===== src/rtl/aibcr3pnr_rst_seq_pkg.sv =====
// Shared types and width helpers for the AIB reset release sequencer.
package aibcr3pnr_rst_seq_pkg;

  typedef enum logic [2:0] {
    ST_HOLD,
    ST_DLY,
    ST_ACK,
    ST_DONE,
    ST_ERR
  } state_e;

  function automatic int cnt_w(input int dly_cyc, input int tmo_cyc);
    int m;
    m = (dly_cyc > tmo_cyc) ? dly_cyc : tmo_cyc;
    return $clog2(m) + 1;
  endfunction

  function automatic int idx_w(input int num_stages);
    return (num_stages > 1) ? $clog2(num_stages) : 1;
  endfunction

endpackage


===== src/rtl/aibcr3pnr_rst_seq.sv =====
// Releases NUM_STAGES sub-block resets in order, spaced by DLY_CYC and gated by
// each stage's ack; a missing ack within TMO_CYC parks the sequencer in ERR.
module aibcr3pnr_rst_seq
  import aibcr3pnr_rst_seq_pkg::*;
#(
  parameter int NUM_STAGES = 3,
  parameter int DLY_CYC    = 8,
  parameter int TMO_CYC    = 1024
) (
  input  logic                             clk,
  input  logic                             rst_n,
  input  logic                             scan_mode_n,
  input  logic                             rst_n_bypass,
  input  logic                             soft_rst_req,
  input  logic [NUM_STAGES-1:0]            stage_ack,
  output logic [NUM_STAGES-1:0]            stage_rst_n,
  output logic                             seq_done,
  output logic                             seq_err,
  output logic [idx_w(NUM_STAGES)-1:0]     err_stage
);

  localparam int CW = cnt_w(DLY_CYC, TMO_CYC);
  localparam int IW = idx_w(NUM_STAGES);

  localparam logic [CW-1:0] CNT_ONE  = CW'(1);
  localparam logic [CW-1:0] DLY_LOAD = CW'(DLY_CYC - 1);
  localparam logic [CW-1:0] TMO_LAST = CW'(TMO_CYC - 1);
  localparam logic [IW-1:0] IDX_ONE  = IW'(1);
  localparam logic [IW-1:0] IDX_LAST = IW'(NUM_STAGES - 1);

  state_e                state_q, state_d;
  logic [CW-1:0]         cnt_q, cnt_d;
  logic [IW-1:0]         idx_q, idx_d;
  logic [NUM_STAGES-1:0] stage_q, stage_d;
  logic                  done_q, done_d;
  logic                  err_q, err_d;
  logic [IW-1:0]         es_q, es_d;

  always_ff @(posedge clk) begin
    if (!rst_n) begin
      state_q <= ST_HOLD;
      cnt_q   <= '0;
      idx_q   <= '0;
      stage_q <= '0;
      done_q  <= 1'b0;
      err_q   <= 1'b0;
      es_q    <= '0;
    end else begin
      state_q <= state_d;
      cnt_q   <= cnt_d;
      idx_q   <= idx_d;
      stage_q <= stage_d;
      done_q  <= done_d;
      err_q   <= err_d;
      es_q    <= es_d;
    end
  end

  always_comb begin
    state_d = state_q;
    cnt_d   = cnt_q;
    idx_d   = idx_q;
    stage_d = stage_q;
    done_d  = done_q;
    err_d   = err_q;
    es_d    = es_q;
    if (soft_rst_req) begin
      state_d = ST_HOLD;
      cnt_d   = '0;
      idx_d   = '0;
      stage_d = '0;
      done_d  = 1'b0;
      err_d   = 1'b0;
      es_d    = '0;
    end else begin
      unique case (state_q)
        ST_HOLD: begin
          state_d = ST_DLY;
          cnt_d   = DLY_LOAD;
          idx_d   = '0;
        end
        ST_DLY: begin
          if (cnt_q == '0) begin
            stage_d[idx_q] = 1'b1;
            state_d        = ST_ACK;
            cnt_d          = '0;
          end else begin
            cnt_d = cnt_q - CNT_ONE;
          end
        end
        ST_ACK: begin
          // Ack is checked before the timeout so a same-edge ack still succeeds.
          if (stage_ack[idx_q]) begin
            if (idx_q == IDX_LAST) begin
              state_d = ST_DONE;
              done_d  = 1'b1;
            end else begin
              idx_d   = idx_q + IDX_ONE;
              state_d = ST_DLY;
              cnt_d   = DLY_LOAD;
            end
          end else if (cnt_q == TMO_LAST) begin
            state_d = ST_ERR;
            err_d   = 1'b1;
            es_d    = idx_q;
          end else begin
            cnt_d = cnt_q + CNT_ONE;
          end
        end
        ST_DONE, ST_ERR: begin
        end
        default: begin
          state_d = ST_HOLD;
        end
      endcase
    end
  end

  assign stage_rst_n = scan_mode_n ? stage_q : {NUM_STAGES{rst_n_bypass}};
  assign seq_done    = done_q;
  assign seq_err     = err_q;
  assign err_stage   = es_q;

endmodule


===== config.mk =====
export PLATFORM = sky130hd
export DESIGN_NAME = aibcr3pnr_rst_seq
export DESIGN_NICKNAME = d
export VERILOG_FILES = /design/src/rtl/aibcr3pnr_rst_seq_pkg.sv /design/src/rtl/aibcr3pnr_rst_seq.sv
export SDC_FILE = /design/constraint.sdc
export NUM_CORES = 1
export LEC_CHECK = 0
export CORE_MARGIN = 1.5
export CORE_UTILIZATION = 51
export CTS_CLUSTER_SIZE = 30
export DETAILED_ROUTE_END_ITERATION = 12
export PLACE_DENSITY = 0.85
export REMOVE_ABC_BUFFERS = 1
export SETUP_SLACK_MARGIN = 0.02
export SLEW_MARGIN = 20
export SYNTH_ARGS = -nofsm -noshare
export SYNTH_HDL_FRONTEND = slang
export SYNTH_SLANG_ARGS = --single-unit

===== constraint.sdc =====
create_clock -name clk -period 2.1 [get_ports clk]
set_input_delay 0.525 -clock clk [delete_from_list [all_inputs] [get_ports clk]]
set_output_delay 0.525 -clock clk [all_outputs]
set_load 0.1 [all_outputs]

==> results.sh <==
export IMPL_p_clk_frac=0.248
export IMPL_initial_core_util=0.551
export IMPL_grt_first_pass_wirelength_um=7230
export IMPL_holdPathEnd="err_stage[1]$_SDFFE_PP0P_"
export IMPL_die_height_um=58.3
export IMPL_path_max_fanout=4
export IMPL_coreArea_mm2=0.00283
export IMPL_multi_input_area_mm2=0.00105
export IMPL_ff_latch_area_um2=462
export IMPL_crit_type="in2out"
export IMPL_synthArstFlopShare=0
export IMPL_hold_depth=2
export IMPL_fin_nets=249
export IMPL_instances_no_fill=266
export IMPL_leakage_nw=0.711
export IMPL_cap_violations=0
export IMPL_drt_initial_drc_count=113
export IMPL_fillers=222
export IMPL_synth_ff_type="dfxtp_1"
export IMPL_p_per_area_mw_per_mm2=460
export IMPL_ir_drop_v=0.000370
export IMPL_start_kind="input port"
export IMPL_hold_buffers=0
export IMPL_cp_slowest_cell="clkdlybuf4s50_1"
export IMPL_numCtsBuffers=3
export IMPL_ys_ff_latch=23
export IMPL_clkTransAtPathRegs_ns=0.13
export IMPL_post_route_cells_drive_above_1_share=0.230
export IMPL_ioPinCount=15
export IMPL_switchingPower_w=0.000291
export IMPL_die_area_mm2=0.00339
export IMPL_crit_buf_inv=2
export IMPL_finalHoldViolCount=0
export IMPL_via_per_inst=6.36
export IMPL_fin_util=0.693
export IMPL_rows=19
export IMPL_tightest_slew_ns=0.380
export IMPL_clock_sinks=23
export IMPL_violations="DRC"
export IMPL_path_delay_family="buffers and inverters"
export IMPL_overflow=0
export IMPL_whs_ns=0.477
export IMPL_die_w_um=58.3
export IMPL_critPathArrivalTime_ns=1.46
export IMPL_rsz0062_at_grt="no"
export IMPL_dr_pass1_iters=9
export IMPL_h_tree_depth=1
export IMPL_clock_path_buffers=2
export IMPL_io_buffer_count=14
export IMPL_root_buffer="clkbuf_4"
export IMPL_yosysSeqAreaShare=0.296
export IMPL_netlist_instances=201
export IMPL_antenna_left=0
export IMPL_status="finished, violations left"
export IMPL_endpoint_kind="output port"
export IMPL_rrSetupSlack_ns=0.16
export IMPL_fmax_mhz=504
export IMPL_drc_errors=2
export IMPL_setup_viol=0
export IMPL_place_gp_congestion=0.960
export IMPL_p_int_w=0.000611
export IMPL_power_w=0.000902
export IMPL_hp_class="reg2reg"
export IMPL_area_delta_synth_final_pct=25.9
export IMPL_slowest_delay_ns=0.52
export IMPL_grt_pass1_vias=1542
export IMPL_worstSkewPairLatency_ns=0.33
export IMPL_netlist_area_mm2=0.00156
export IMPL_place_inst=262
export IMPL_required_ns=1.57
export IMPL_cts_tree="yes"
export IMPL_yosysUniqueCellTypes=50
export IMPL_track_usage=0.276
export IMPL_path_cells="clkdlybuf4s50_1 > nand2b_4 > nand2_1 > buf_12"
export IMPL_period_share=0.945
export IMPL_yosysWarnings=0
export IMPL_hpwlAfterDp_um=3270
export IMPL_r2r_end="cnt_q[9]$_SDFFE_PP0P_"
export IMPL_grt_max_degree=14
export IMPL_switching_share=0.323
export IMPL_wirelength_um=4430
export IMPL_pwr_share_comb=0.249
export IMPL_min_period_ns=1.98
export IMPL_antennaDiodeCount=0
export IMPL_drv_slew=0
export IMPL_wl_per_cell_um=16.7
export IMPL_hold_start="err_stage[1]$_SDFFE_PP0P_"
export IMPL_p_seq_frac=0.503
export IMPL_avgSynthCellArea_um2=7.75
export IMPL_slew_headroom=0.745
export IMPL_fin_skew_ns=0.00936
export IMPL_rr_worst_depth=8
export IMPL_rr_startpoint="cnt_q[0]$_SDFFE_PP0P_"
export IMPL_synth_edf_count=0
export IMPL_antenna_found_initial=0
export IMPL_vias=1691
-- final cells by class --
type | instances | share of cell area
Multi-Input combinational cell | 161 | 0.534
Sequential cell | 23 | 0.235
Timing Repair Buffer | 41 | 0.185
Tap cell | 31 | 0.0198
Clock buffer | 3 | 0.0115
Inverter | 6 | 0.0115
Clock inverter | 1 | 0.00255
-- sequential cells by signal, indices dropped and copies added (netlist names) --
signal     flops
err_stage      2
seq_done       1
stage_q        3
cnt_q         11
seq_err        1
idx_q          2
state_q        3
-- worst max path at each step --
stage	startpoint	end	slack (ns)	depth (start not counted)
global route	cnt_q[0]$_SDFFE_PP0P_	cnt_q[3]$_SDFFE_PP0P_	0.02	9
finish	scan_mode_n	stage_rst_n[2]	0.12	4
global placement	stage_ack[2]	cnt_q[8]$_SDFFE_PP0P_	-0.23	7
detailed placement	stage_ack[2]	cnt_q[1]$_SDFFE_PP0P_	-0.27	6
floorplan	stage_ack[2]	cnt_q[8]$_SDFFE_PP0P_	0.21	6
CTS	stage_ack[2]	cnt_q[8]$_SDFFE_PP0P_	0.07	7
-- per-stage QoR --
stage / setup slack (ns) / setup TNS [ns] / area (µm²)
after floorplan: 0.205 / 0 / 1510
after global placement: -0.234 / -1.97 / 1910
after detailed placement: -0.270 / -2.54 / 1910
after CTS: 0.0707 / 0 / 1940
after global routing: 0.0228 / 0 / 1960
final: 0.116 / 0 / 1960
-- cell families (layout without fill, tap and decap cells) --
kind of cell               after synthesis  count (layout)  share of synthesized area
xor gates and xnor gates                 1               1                    0.00562
DFF                                     23              23                      0.296
buffers and inverters                   17              51                     0.0450
muxes                                    3               3                     0.0201
adders and majority gates                5               5                     0.0402
and+or+nand+nor                         84              84                      0.288
AOI/OAI and AO/OA                       68              68                      0.306
-- layer usage --
layer  part of all wire  global-route usage
met1               0.43               0.401
met2               0.45               0.416
met3              0.085              0.0223
met4              0.033               0.120
met5                  0                   0
-- synthesized netlist by cell type, drive strengths merged, types with 2 or more instances --
library cell / n / share of area
nand3: 9 / 0.029
nor2b: 3 / 0.012
nor2: 18 / 0.045
a22o: 2 / 0.012
nor4: 4 / 0.035
mux2i: 2 / 0.013
inv: 6 / 0.014
a221oi: 4 / 0.027
o211ai: 2 / 0.013
o21ai: 16 / 0.051
o21a: 2 / 0.0096
o221ai: 2 / 0.011
nor3: 8 / 0.026
dfxtp: 23 / 0.30
nand2: 25 / 0.060
o31ai: 3 / 0.014
o311ai: 2 / 0.011
a21oi: 22 / 0.071
a221o: 2 / 0.013
ha: 5 / 0.040
a211oi: 2 / 0.0096
a31oi: 2 / 0.018
or3: 4 / 0.016
nand4: 2 / 0.0080
buf: 3 / 0.011
clkbuf: 8 / 0.019
nand2b: 5 / 0.020
-- power by group through the flow --
| stage | Clock, W | Sequential (W) | Combinational [W] |
|---|---|---|---|
| 6_report | 0.000224 | 0.000454 | 0.000225 |
| 5_1_grt | 0.000243 | 0.000456 | 0.000239 |
| 4_1_cts | 0.000231 | 0.000454 | 0.000216 |
| 3_5_place_dp | 0 | 0.000463 | 0.000215 |
| 3_3_place_gp | 0 | 0.000463 | 0.000211 |
| 2_1_floorplan | 0 | 0.000467 | 0.000122 |
-- cell usage in the layout, fill, tap and decap left out, types with 2 or more instances in the layout --
cell type and count:
a211oi_1 2, a21oi_1 22, a221o_1 2, a221oi_1 3, buf_12 3, buf_4 31, clkbuf_4 3, clkdlybuf4s50_1 7
dfxtp_1 22, ha_1 5, inv_1 6, nand2_1 25, nand2b_1 4, nand3_1 9, nand4_1 2, nor2_1 17
nor2b_1 3, nor3_1 8, nor4_1 2, nor4_4 2, o21a_1 2, o21ai_0 12, o21ai_1 4, o221ai_1 2
o311ai_0 2, o31ai_1 3, or3_1 4
-- tightest hold or removal path, delay by kind of cell, from the launching register on --
family / cells / cell delay (ns)
flip-flops: 1 / 0.34
AND/OR/NAND/NOR: 1 / 0.06
AO/OA/AOI/OAI: 1 / 0.05
-- what timing repair did --
item,CTS,global route
hold endpoints to repair,0,0
gates resized for setup,0,4
endpoints found under the setup margin,0,9
setup buffers,0,0
No activity file was read; power rests on OpenSTA's default activity.
